## config.mk

```make
export PLATFORM = sky130hd
export DESIGN_NAME = lif_scheduler
export DESIGN_NICKNAME = d
export VERILOG_FILES = /design/src/rtl/lif_pkg.sv /design/src/rtl/lif_neuron_core.sv /design/src/rtl/lif_scheduler.sv
export SDC_FILE = /design/constraint.sdc
export NUM_CORES = 1
export LEC_CHECK = 0
export BUFFER_PORTS_ARGS = -buffer_cell sky130_fd_sc_hd__buf_2
export CAP_MARGIN = 20
export CORE_ASPECT_RATIO = 1.5
export CORE_UTILIZATION = 55
export CTS_CLUSTER_SIZE = 20
export DETAILED_ROUTE_END_ITERATION = 12
export HOLD_SLACK_MARGIN = 0.08
export PLACE_DENSITY = 0.8
export SYNTH_ARGS = -nofsm -noshare
export SYNTH_HDL_FRONTEND = slang
export SYNTH_SLANG_ARGS = --single-unit
```

## constraint.sdc

```tcl
create_clock -name clk -period 4.6 [get_ports clk]
set_input_delay 0.69 -clock clk [delete_from_list [all_inputs] [get_ports clk]]
set_output_delay 0.69 -clock clk [all_outputs]
set_load 0.005 [all_outputs]
```

## src/rtl/lif_pkg.sv

```systemverilog
// Shared types, default constants and the saturating adder for the LIF scheduler.
package lif_pkg;

  typedef enum logic {
    S_IDLE   = 1'b0,
    S_UPDATE = 1'b1
  } lif_fsm_e;

  localparam int DEF_THRESHOLD  = 200;
  localparam int DEF_LEAK_SHIFT = 1;
  localparam int DEF_REFRACT    = 2;

  // Unsigned add of two w-bit values, clamped to 2^w-1 (w <= 32).
  function automatic logic [31:0] sat_add(input logic [31:0] a,
                                          input logic [31:0] b,
                                          input int          w);
    logic [32:0] s;
    logic [31:0] m;
    s = {1'b0, a} + {1'b0, b};
    m = (w >= 32) ? 32'hFFFF_FFFF : ((32'd1 << w) - 32'd1);
    return (s > {1'b0, m}) ? m : s[31:0];
  endfunction

endpackage

```

## src/rtl/lif_neuron_core.sv

```systemverilog
// Combinational single-neuron LIF update: leak, integrate, saturate, refractory, fire.
module lif_neuron_core
  import lif_pkg::*;
#(
  parameter int WIDTH      = 8,
  parameter int LEAK_SHIFT = DEF_LEAK_SHIFT,
  parameter int REFRACT    = DEF_REFRACT,
  parameter int RW         = 2
) (
  input  logic [WIDTH-1:0] state_i,
  input  logic [RW-1:0]    refr_i,
  input  logic [WIDTH-1:0] cur_i,
  input  logic [WIDTH-1:0] threshold_i,
  output logic [WIDTH-1:0] next_state_o,
  output logic [RW-1:0]    next_refr_o,
  output logic             fire_o
);

  logic [WIDTH-1:0] leaked;
  logic [WIDTH-1:0] sum_w;

  // Refractory neurons are held at zero; otherwise integrate and compare.
  always_comb begin
    leaked       = state_i >> LEAK_SHIFT;
    sum_w        = WIDTH'(sat_add(32'(cur_i), 32'(leaked), WIDTH));
    next_state_o = state_i;
    next_refr_o  = refr_i;
    fire_o       = 1'b0;
    if (refr_i != '0) begin
      next_state_o = '0;
      next_refr_o  = refr_i - RW'(1);
    end else if (sum_w >= threshold_i) begin
      next_state_o = '0;
      next_refr_o  = RW'(REFRACT);
      fire_o       = 1'b1;
    end else begin
      next_state_o = sum_w;
    end
  end

endmodule

```

## src/rtl/lif_scheduler.sv

```systemverilog
// Time-multiplexed LIF population controller: one neuron per cycle per time step,
// spikes leave through a single-entry valid/ready register.
// Handshakes: a transfer happens on a rising edge where valid and ready are both
// high; valid never depends on ready, and a raised spike_valid holds spike_idx
// stable until accepted.
module lif_scheduler
  import lif_pkg::*;
#(
  parameter int NUM_NEURONS = 8,
  parameter int WIDTH       = 8,
  parameter int THRESHOLD   = DEF_THRESHOLD,
  parameter int LEAK_SHIFT  = DEF_LEAK_SHIFT,
  parameter int REFRACT     = DEF_REFRACT,
  localparam int IW         = $clog2(NUM_NEURONS)
) (
  input  logic             clk,
  input  logic             reset,
  input  logic             step_valid,
  output logic             step_ready,
  output logic             step_done,
  output logic [IW-1:0]    cur_idx,
  input  logic [WIDTH-1:0] cur_data,
  output logic             spike_valid,
  output logic [IW-1:0]    spike_idx,
  input  logic             spike_ready,
  input  logic             cfg_we,
  input  logic [WIDTH-1:0] cfg_threshold,
  input  logic [IW-1:0]    dbg_idx,
  output logic [WIDTH-1:0] dbg_state
);

  localparam int RW = (REFRACT < 1) ? 1 : $clog2(REFRACT + 1);

  lif_fsm_e         fsm_q, fsm_d;
  logic [IW-1:0]    idx_q, idx_d;
  logic             done_q;
  logic             spk_valid_q;
  logic [IW-1:0]    spk_idx_q;
  logic [WIDTH-1:0] thr_q;
  logic [WIDTH-1:0] state_q [NUM_NEURONS];
  logic [RW-1:0]    refr_q  [NUM_NEURONS];

  logic [WIDTH-1:0] core_state;
  logic [RW-1:0]    core_refr;
  logic             core_fire;
  logic             stall;
  logic             commit;
  logic             last;

  lif_neuron_core #(
    .WIDTH      (WIDTH),
    .LEAK_SHIFT (LEAK_SHIFT),
    .REFRACT    (REFRACT),
    .RW         (RW)
  ) u_core (
    .state_i      (state_q[idx_q]),
    .refr_i       (refr_q[idx_q]),
    .cur_i        (cur_data),
    .threshold_i  (thr_q),
    .next_state_o (core_state),
    .next_refr_o  (core_refr),
    .fire_o       (core_fire)
  );

  // A firing neuron waits only while an unaccepted spike occupies the register.
  always_comb begin
    stall  = spk_valid_q && !spike_ready && core_fire;
    commit = (fsm_q == S_UPDATE) && !stall;
    last   = (idx_q == IW'(NUM_NEURONS - 1));
  end

  // Next-state logic: accept a step in IDLE, walk the neurons in UPDATE.
  always_comb begin
    fsm_d = fsm_q;
    idx_d = idx_q;
    case (fsm_q)
      S_IDLE: begin
        if (step_valid) begin
          fsm_d = S_UPDATE;
          idx_d = '0;
        end
      end
      S_UPDATE: begin
        if (commit) begin
          if (last) begin
            fsm_d = S_IDLE;
            idx_d = '0;
          end else begin
            idx_d = idx_q + IW'(1);
          end
        end
      end
      default: begin
        fsm_d = S_IDLE;
        idx_d = '0;
      end
    endcase
  end

  // Control registers: FSM, index, done pulse, spike register, threshold.
  always_ff @(posedge clk or posedge reset) begin
    if (reset) begin
      fsm_q       <= S_IDLE;
      idx_q       <= '0;
      done_q      <= 1'b0;
      spk_valid_q <= 1'b0;
      spk_idx_q   <= '0;
      thr_q       <= WIDTH'(THRESHOLD);
    end else begin
      fsm_q  <= fsm_d;
      idx_q  <= idx_d;
      done_q <= commit && last;
      if (commit && core_fire) begin
        spk_valid_q <= 1'b1;
        spk_idx_q   <= idx_q;
      end else if (spike_ready) begin
        spk_valid_q <= 1'b0;
      end
      if (fsm_q == S_IDLE && cfg_we) begin
        thr_q <= cfg_threshold;
      end
    end
  end

  // Per-neuron membrane and refractory storage, written on commit.
  always_ff @(posedge clk or posedge reset) begin
    if (reset) begin
      for (int i = 0; i < NUM_NEURONS; i++) begin
        state_q[i] <= '0;
        refr_q[i]  <= '0;
      end
    end else if (commit) begin
      state_q[idx_q] <= core_state;
      refr_q[idx_q]  <= core_refr;
    end
  end

  assign step_ready  = (fsm_q == S_IDLE);
  assign step_done   = done_q;
  assign cur_idx     = idx_q;
  assign spike_valid = spk_valid_q;
  assign spike_idx   = spk_idx_q;
  assign dbg_state   = state_q[dbg_idx];

endmodule
```

# After elaboration in Yosys (flattened, before gate mapping)
# Index checks and enable logic that the tools add are counted.
[op_classes]
n_addsub = 3
magnitude_cmp = 5
eq_ne = 3
n_mux = 32
n_bitwise = 3
reduce_logical = 12
[op_table]
columns = ["op", "n"]
rows = [
  ["64-bit bitwise mux", 1],
  ["8-bit two-way mux", 8],
  ["8-bit binary-select mux with 3-bit select", 2],
  ["8-bit demux with 3-bit select", 1],
  ["16-bit bitwise mux", 1],
  ["2-bit two-way mux", 5],
  ["8-bit by 7-bit adder with 9-bit output", 1],
  ["9-bit by 8-bit > comparator with 1-bit output, second input constant", 1],
  ["3-bit two-way mux", 3],
  ["4-bit greater-or-equal comparator, second input constant", 2],
  ["8-bit greater-or-equal comparator", 1],
  ["3-bit NOT with 4-bit output", 2],
  ["1-bit logical AND", 7],
  ["1-bit two-way mux", 7],
  ["2-bit binary-select mux with 3-bit select", 1],
  ["2-bit demux with 3-bit select", 1],
  ["3-bit one-hot mux with 2 select lines", 1],
  ["4-bit by 1-bit < comparator with 1-bit output, second input constant", 1],
  ["2-bit nonzero test", 2],
  ["3-bit by 1-bit adder with 3-bit output, second input constant", 1],
  ["3-bit equality test, second input constant", 1],
  ["1-bit zero test", 2],
  ["2-bit by 1-bit inequality test with 1-bit output, second input constant", 1],
  ["2-bit inequality test, second input constant", 1],
  ["other kinds (4)", 4],
]
[word_totals]
reg_bits = 97
input_bits = 24
wordCells = 80

# Longest topological paths before layout
[depth]
ltp_word = 15
mapped_depth = 24

# By module
# From an unflattened synthesis, not the netlist that was laid out.
[unflattened]
hier_cells = 405
hier_area_um2 = 5646.7
[modules_own_cells]
columns = ["mod", "n_inst", "cells_per_inst", "area_each_um2", "seq_area_each_um2"]
rows = [
  ["lif_scheduler", 1, 314, 5001.0, 2431.1],
  ["lif_neuron_core", 1, 91, 645.6, 0.0],
]

# Least setup slack after synthesis
# No wires, ideal clock.
[synth_path]
kind = "reg-to-reg"
start = "reg idx_q[2], in the netlist cur_idx[2]"
end = "reg refr_q[6] (netlist name)"
setup_ns = 0.121
t_arrival_ns = 4.397
required_ns = 4.479
slack_ns = 0.082
stages_incl_launch_ff = 23
cell_sequence = "dfrtp_1 -> buf_2 -> buf_2 -> buf_1 -> mux2i_1 -> o21ai_0 -> a221oi_1 -> nand2_1 -> ha_1 -> inv_1 -> fa_1 -> nand2b_1 -> a21oi_1 -> or4bb_1 -> o21a_1 -> ha_1 -> nand4_1 -> nor2_1 -> a211oi_1 -> nand4b_1 -> buf_4 -> nand2_2 -> a22o_1"
[synth_via]
elab_chain_len = 13
[synth_rtl]
columns = ["element", "line", "source"]
rows = [
  ["start: declaration", "lif_scheduler.sv:35", "logic [IW-1:0] idx_q, idx_d;"],
  ["start signal: assignment", "lif_scheduler.sv:111", "idx_q <= idx_d;"],
  ["3-bit NOT with 4-bit output (implied by the code) *", "lif_scheduler.sv:56, lif_scheduler.sv:57, lif_scheduler.sv:134", ""],
  ["8-bit binary-select mux with 3-bit select", "lif_scheduler.sv:56", ".state_i (state_q[idx_q]),"],
  ["8-bit two-way mux (implied by the code) (2 in a row)", "lif_scheduler.sv:56", ""],
  ["8-bit by 7-bit adder with 9-bit output", "lif_pkg.sv:19", "s = {1'b0, a} + {1'b0, b};"],
  ["9-bit by 8-bit > comparator with 1-bit output", "lif_pkg.sv:21", "return (s > {1'b0, m}) ? m : s[31:0];"],
  ["8-bit two-way mux", "lif_pkg.sv:21", ""],
  ["8-bit greater-or-equal comparator", "lif_neuron_core.sv:32", "end else if (sum_w >= threshold_i) begin"],
  ["1-bit two-way mux", "lif_neuron_core.sv:32", ""],
  ["1-bit two-way mux", "lif_neuron_core.sv:29", "if (refr_i != '0) begin"],
  ["1-bit logical AND", "lif_scheduler.sv:67", "stall = spk_valid_q && !spike_ready && core_fire;"],
  ["1-bit zero test", "lif_scheduler.sv:68", "commit = (fsm_q == S_UPDATE) && !stall;"],
  ["1-bit logical AND", "lif_scheduler.sv:68", ""],
  ["end signal: indexed assignment", "lif_scheduler.sv:134", "refr_q[idx_q] <= core_refr;"],
  ["end: declaration", "lif_scheduler.sv:41", "logic [RW-1:0] refr_q [NUM_NEURONS];"],
]
# Every way passes the cells marked *; elsewhere a longest branch is shown, timed or not. The select of a mux whose other input is x is not followed.
# A chain may end at the register's enable or synchronous reset.

# Worst setup path after layout
[layout_path]
start = "reg idx_q[0], in the netlist cur_idx[0]"
end = "reg state_q[55] (netlist name)"
[layout_via]
elab_chain_len = 13
[layout_rtl]
columns = ["element", "line", "source"]
rows = [
  ["3-bit NOT with 4-bit output (implied by the code) *", "lif_scheduler.sv:56, lif_scheduler.sv:57, lif_scheduler.sv:133", ""],
  ["8-bit binary-select mux with 3-bit select", "lif_scheduler.sv:56", ""],
  ["8-bit two-way mux (implied by the code) (2 in a row)", "lif_scheduler.sv:56", ""],
  ["8-bit by 7-bit adder with 9-bit output", "lif_pkg.sv:19", ""],
  ["9-bit by 8-bit > comparator with 1-bit output", "lif_pkg.sv:21", ""],
  ["8-bit two-way mux", "lif_pkg.sv:21", ""],
  ["8-bit greater-or-equal comparator", "lif_neuron_core.sv:32", ""],
  ["1-bit two-way mux", "lif_neuron_core.sv:32", ""],
  ["1-bit two-way mux", "lif_neuron_core.sv:29", ""],
  ["1-bit logical AND", "lif_scheduler.sv:67", ""],
  ["1-bit zero test", "lif_scheduler.sv:68", ""],
  ["1-bit logical AND", "lif_scheduler.sv:68", ""],
  ["end signal: indexed assignment", "lif_scheduler.sv:133", "state_q[idx_q] <= core_state;"],
  ["end: declaration", "lif_scheduler.sv:40", "logic [WIDTH-1:0] state_q [NUM_NEURONS];"],
]
# Marked as above.

==> flow_summary_export.csv <==
group,metric,value,unit
power_and_ir_drop,power_density,852,mW/mm^2
timing,worst_slack,73.3,ps
place,post-place-ws,-172,ps
logic_synthesis,synth_area,0.00539,sq mm
logic_synthesis,avgSynthCellArea,11.3,sq um
global_route,grt_first_pass_wirelength,24100,um
timing,worst_pin_slew,720,ps
logic_synthesis,synth_top_area_share,43.6,%
logic_synthesis,ys_ff_latch,97,
final_layout,fin_area,0.00642,sq mm
final_layout,final_cells,658,
timing,period_minus_slack,4530,ps
final_layout,final_cell_mix,"dfrtp_1, buf_2, o2bb2ai_1",
timing,timing.fmax,0.221,GHz
place,dp_hpwl,10800,um
logic_synthesis,yosysTopAreaCell,"dfrtp_1",
detailed_routing,vias_per_cell,6.92,
power_and_ir_drop,p_int,2.96,mW
detailed_routing,drcViolationCount,0,
timing,finalHoldViolCount,0,
timing,setup_viol_count_final,0,
timing,drv_slew,0,
logic_synthesis,synth-edff-count,0,
logic_synthesis,ys.flop_type,"dfrtp_1",
worst_setup_path,reg2regPathDepth,18,
worst_setup_path,path_cells,"buf_4, mux4_2, nand2_1, nand2_1, ha_1, o21ai_0, o21ai_1, or4bb_1, o21a_1, ha_4, o21ai_1, nor2_1, a211oi_2, nand4b_1, buf_4, nand2_2, buf_6, a22o_1",
timing,final.period_utilization,98.4,%
detailed_routing,drt_wl_total,15500,um
clocking,clk_latency,360,ps
final_layout,layout_commonest_cell,"dfrtp_1",
clocking,clock_path_buffers,2,
detailed_routing,drt_iter0_drc,641,
clocking,clk_root_buffer_cell,"clkbuf_16",
min_path,worst_hold_path_type,"primary input to async pin",
worst_setup_path,endpoint_kind,"register",
detailed_routing,drtPass1Iterations,5,
logic_synthesis,ys_warn_count,0,
clocking,cts_buffers,9,
place,place_congestion,0.919,
final_layout,nets,583,
timing,skew,9.74,ps
die,core_region_area,0.00936,sq mm
power_and_ir_drop,irDropWorstVdd,0.622,mV
timing,maxSlewHeadroom,51.6,%
job,maxCapViolCount,0,
logic_synthesis,synth_area_leaders,"dfrtp_1, mux4_2, o2bb2ai_1",
detailed_routing,vias,4556,
die,initial_utilization,57.6,%
place,portBuffers,40,
clocking,clk_pin_slew,80,ps
power_and_ir_drop,swShare,45.9,%
power_and_ir_drop,power,5.47,mW
place,placement.cell_area,0.00579,sq mm
final_layout,fillers,642,
final_layout,antenna_cells,0,
worst_setup_path,critPathMaxFanout,8,
worst_setup_path,cp_slowest_stage_delay,520,ps
place,post-place-cells,626,
detailed_routing,post_drt_wl_per_cell,23.6,um
timing,tns,0,ps
final_layout,utilization,68.6,%
power_and_ir_drop,p_seq_share,26.8,%
worst_setup_path,r2r_setup_slack,70,ps
global_route,grt_pass1_vias,4513,
global_route,grt_overflow,0,
worst_setup_path,cp.arrival,4770,ps
global_route,grt_max_degree,61,
clocking,cts_tree,"yes",
worst_setup_path,startpoint,"cur_idx[0]$_DFFE_PP0P_",
power_and_ir_drop,p_switching,2.51,mW
power_and_ir_drop,clkPwrFrac,13.5,%
worst_setup_path,crit_slowest_cell,"or4bb_1",
worst_setup_path,start_kind,"register",
worst_setup_path,worst_r2r_endpoint,"state_q[55]$_DFFE_PP0P_",
clocking,ctsHtreeMaxLevel,3,
final_layout,drive_gt1_share,32.4,%
die,die_w,82.8,um
logic_synthesis,synth-async-reset-ratio,100,%
die,placementRows,43,
logic_synthesis,synth_fp_nets,519,
status,status,"finished clean",
logic_synthesis,seq_area_frac_synth,45.1,%
timing,holdWs,306,ps
power_and_ir_drop,p_leak,2.84,nW
clocking,cts_sinks,97,
detailed_routing,ant_nets,0,
worst_setup_path,r2r-start,"cur_idx[0]$_DFFE_PP0P_",
global_route,antenna_found_initial,0,
power_and_ir_drop,combPwrFrac,59.7,%
logic_synthesis,synth_cells,477,
global_route,grt_usage,30.8,%
final_layout,syn_to_final_growth,19.1,%
worst_setup_path,crit_required,4840,ps
die,dieArea,0.0102,sq mm
die,ioPinCount,41,
die,die_y,123,um
logic_synthesis,ys_types,54,
worst_setup_path,critical_path_class,"register to register",
power by group through the flow:
| stage | Combinational, mW | Sequential [mW] | Clock (mW) |
|---|---|---|---|
| after detailed placement | 2.81 | 1.46 | 0 |
| final | 3.27 | 1.47 | 0.737 |
| after floorplan | 2.05 | 1.34 | 0 |
| after CTS | 2.85 | 1.45 | 0.735 |
| after global placement | 2.71 | 1.45 | 0 |
| after global routing | 3.51 | 1.49 | 0.776 |
final cells by class:
type                    count  area (sq um)  share of cell area, %
clock inverters             7          63.8                  0.994
multi-input cells         339          2940                   45.8
well taps                 112           140                   2.18
clock buffers               9           225                   3.51
inverters                  15          61.3                  0.955
flip-flops and latches     97          2430                   37.9
repair buffers             79           552                   8.60
Yosys cell counts (all sizes together), types with 3 or more instances:
| master | n |
|---|---|
| a211oi | 5 |
| nand3 | 8 |
| a221oi | 3 |
| mux4 | 22 |
| a22oi | 3 |
| o2bb2ai | 40 |
| mux2 | 17 |
| ha | 17 |
| nor2b | 7 |
| nand2 | 42 |
| and3 | 3 |
| nand3b | 5 |
| nand2b | 7 |
| a31oi | 3 |
| mux2i | 10 |
| nor3 | 7 |
| buf | 18 |
| clkbuf | 8 |
| dfstp | 3 |
| a21oi | 13 |
| inv | 14 |
| and2 | 3 |
| dfrtp | 94 |
| a22o | 33 |
| o21ai | 36 |
| nor2 | 25 |
| o21a | 3 |
metal layers:
metal | GRT usage, % | share of wire [%]
met5 | 0 | 0
met1 | 38.0 | 38
met4 | 16.6 | 5.1
met2 | 52.7 | 50
met3 | 4.41 | 6.7
registers in the layout, summed over array words and instances (netlist names):
name,flops
state_q,64
step_done,1
spike_idx,3
cur_idx,3
spike_valid,1
refr_q,16
fsm_q,1
thr_q,8
logic make-up after synthesis:
family,Yosys count,share of synthesized area [%]
AOI/OAI and AO/OA,151,20.9
xor gates and xnor gates,4,0.650
and+or+nand+nor,117,10.8
buffers and inverters,41,3.37
DFF,97,45.1
adders and majority gates,18,4.32
muxes,49,14.8
timing repair:
action                     in CTS  in global routing
buffers inserted                1                 13
gates resized for setup         4                 45
hold endpoints to repair        0                  0
hold buffers                    0                  0
pin swaps                       0                  6
gates cloned                    0                  1
setup endpoints to repair      82                 88
worst max-delay path by stage:
| stage | to |
|---|---|
| 2_1_floorplan | refr_q[6]$_DFFE_PP0P_ |
| 3_3_place_gp | refr_q[4]$_DFFE_PP0P_ |
| 3_5_place_dp | refr_q[4]$_DFFE_PP0P_ |
| 4_1_cts | refr_q[4]$_DFFE_PP0P_ |
| 5_1_grt | state_q[5]$_DFFE_PP0P_ |
| 6_report | state_q[55]$_DFFE_PP0P_ |
critical path: cells and delay by family (launching register included):
kind | cells | cell delay, ps
fa+ha+maj | 2 | 660
compound gates | 6 | 1130
buf+inv | 3 | 520
mux | 1 | 510
simple gates | 6 | 1120
flops | 1 | 460
Power figures use the tool's default switching activity.
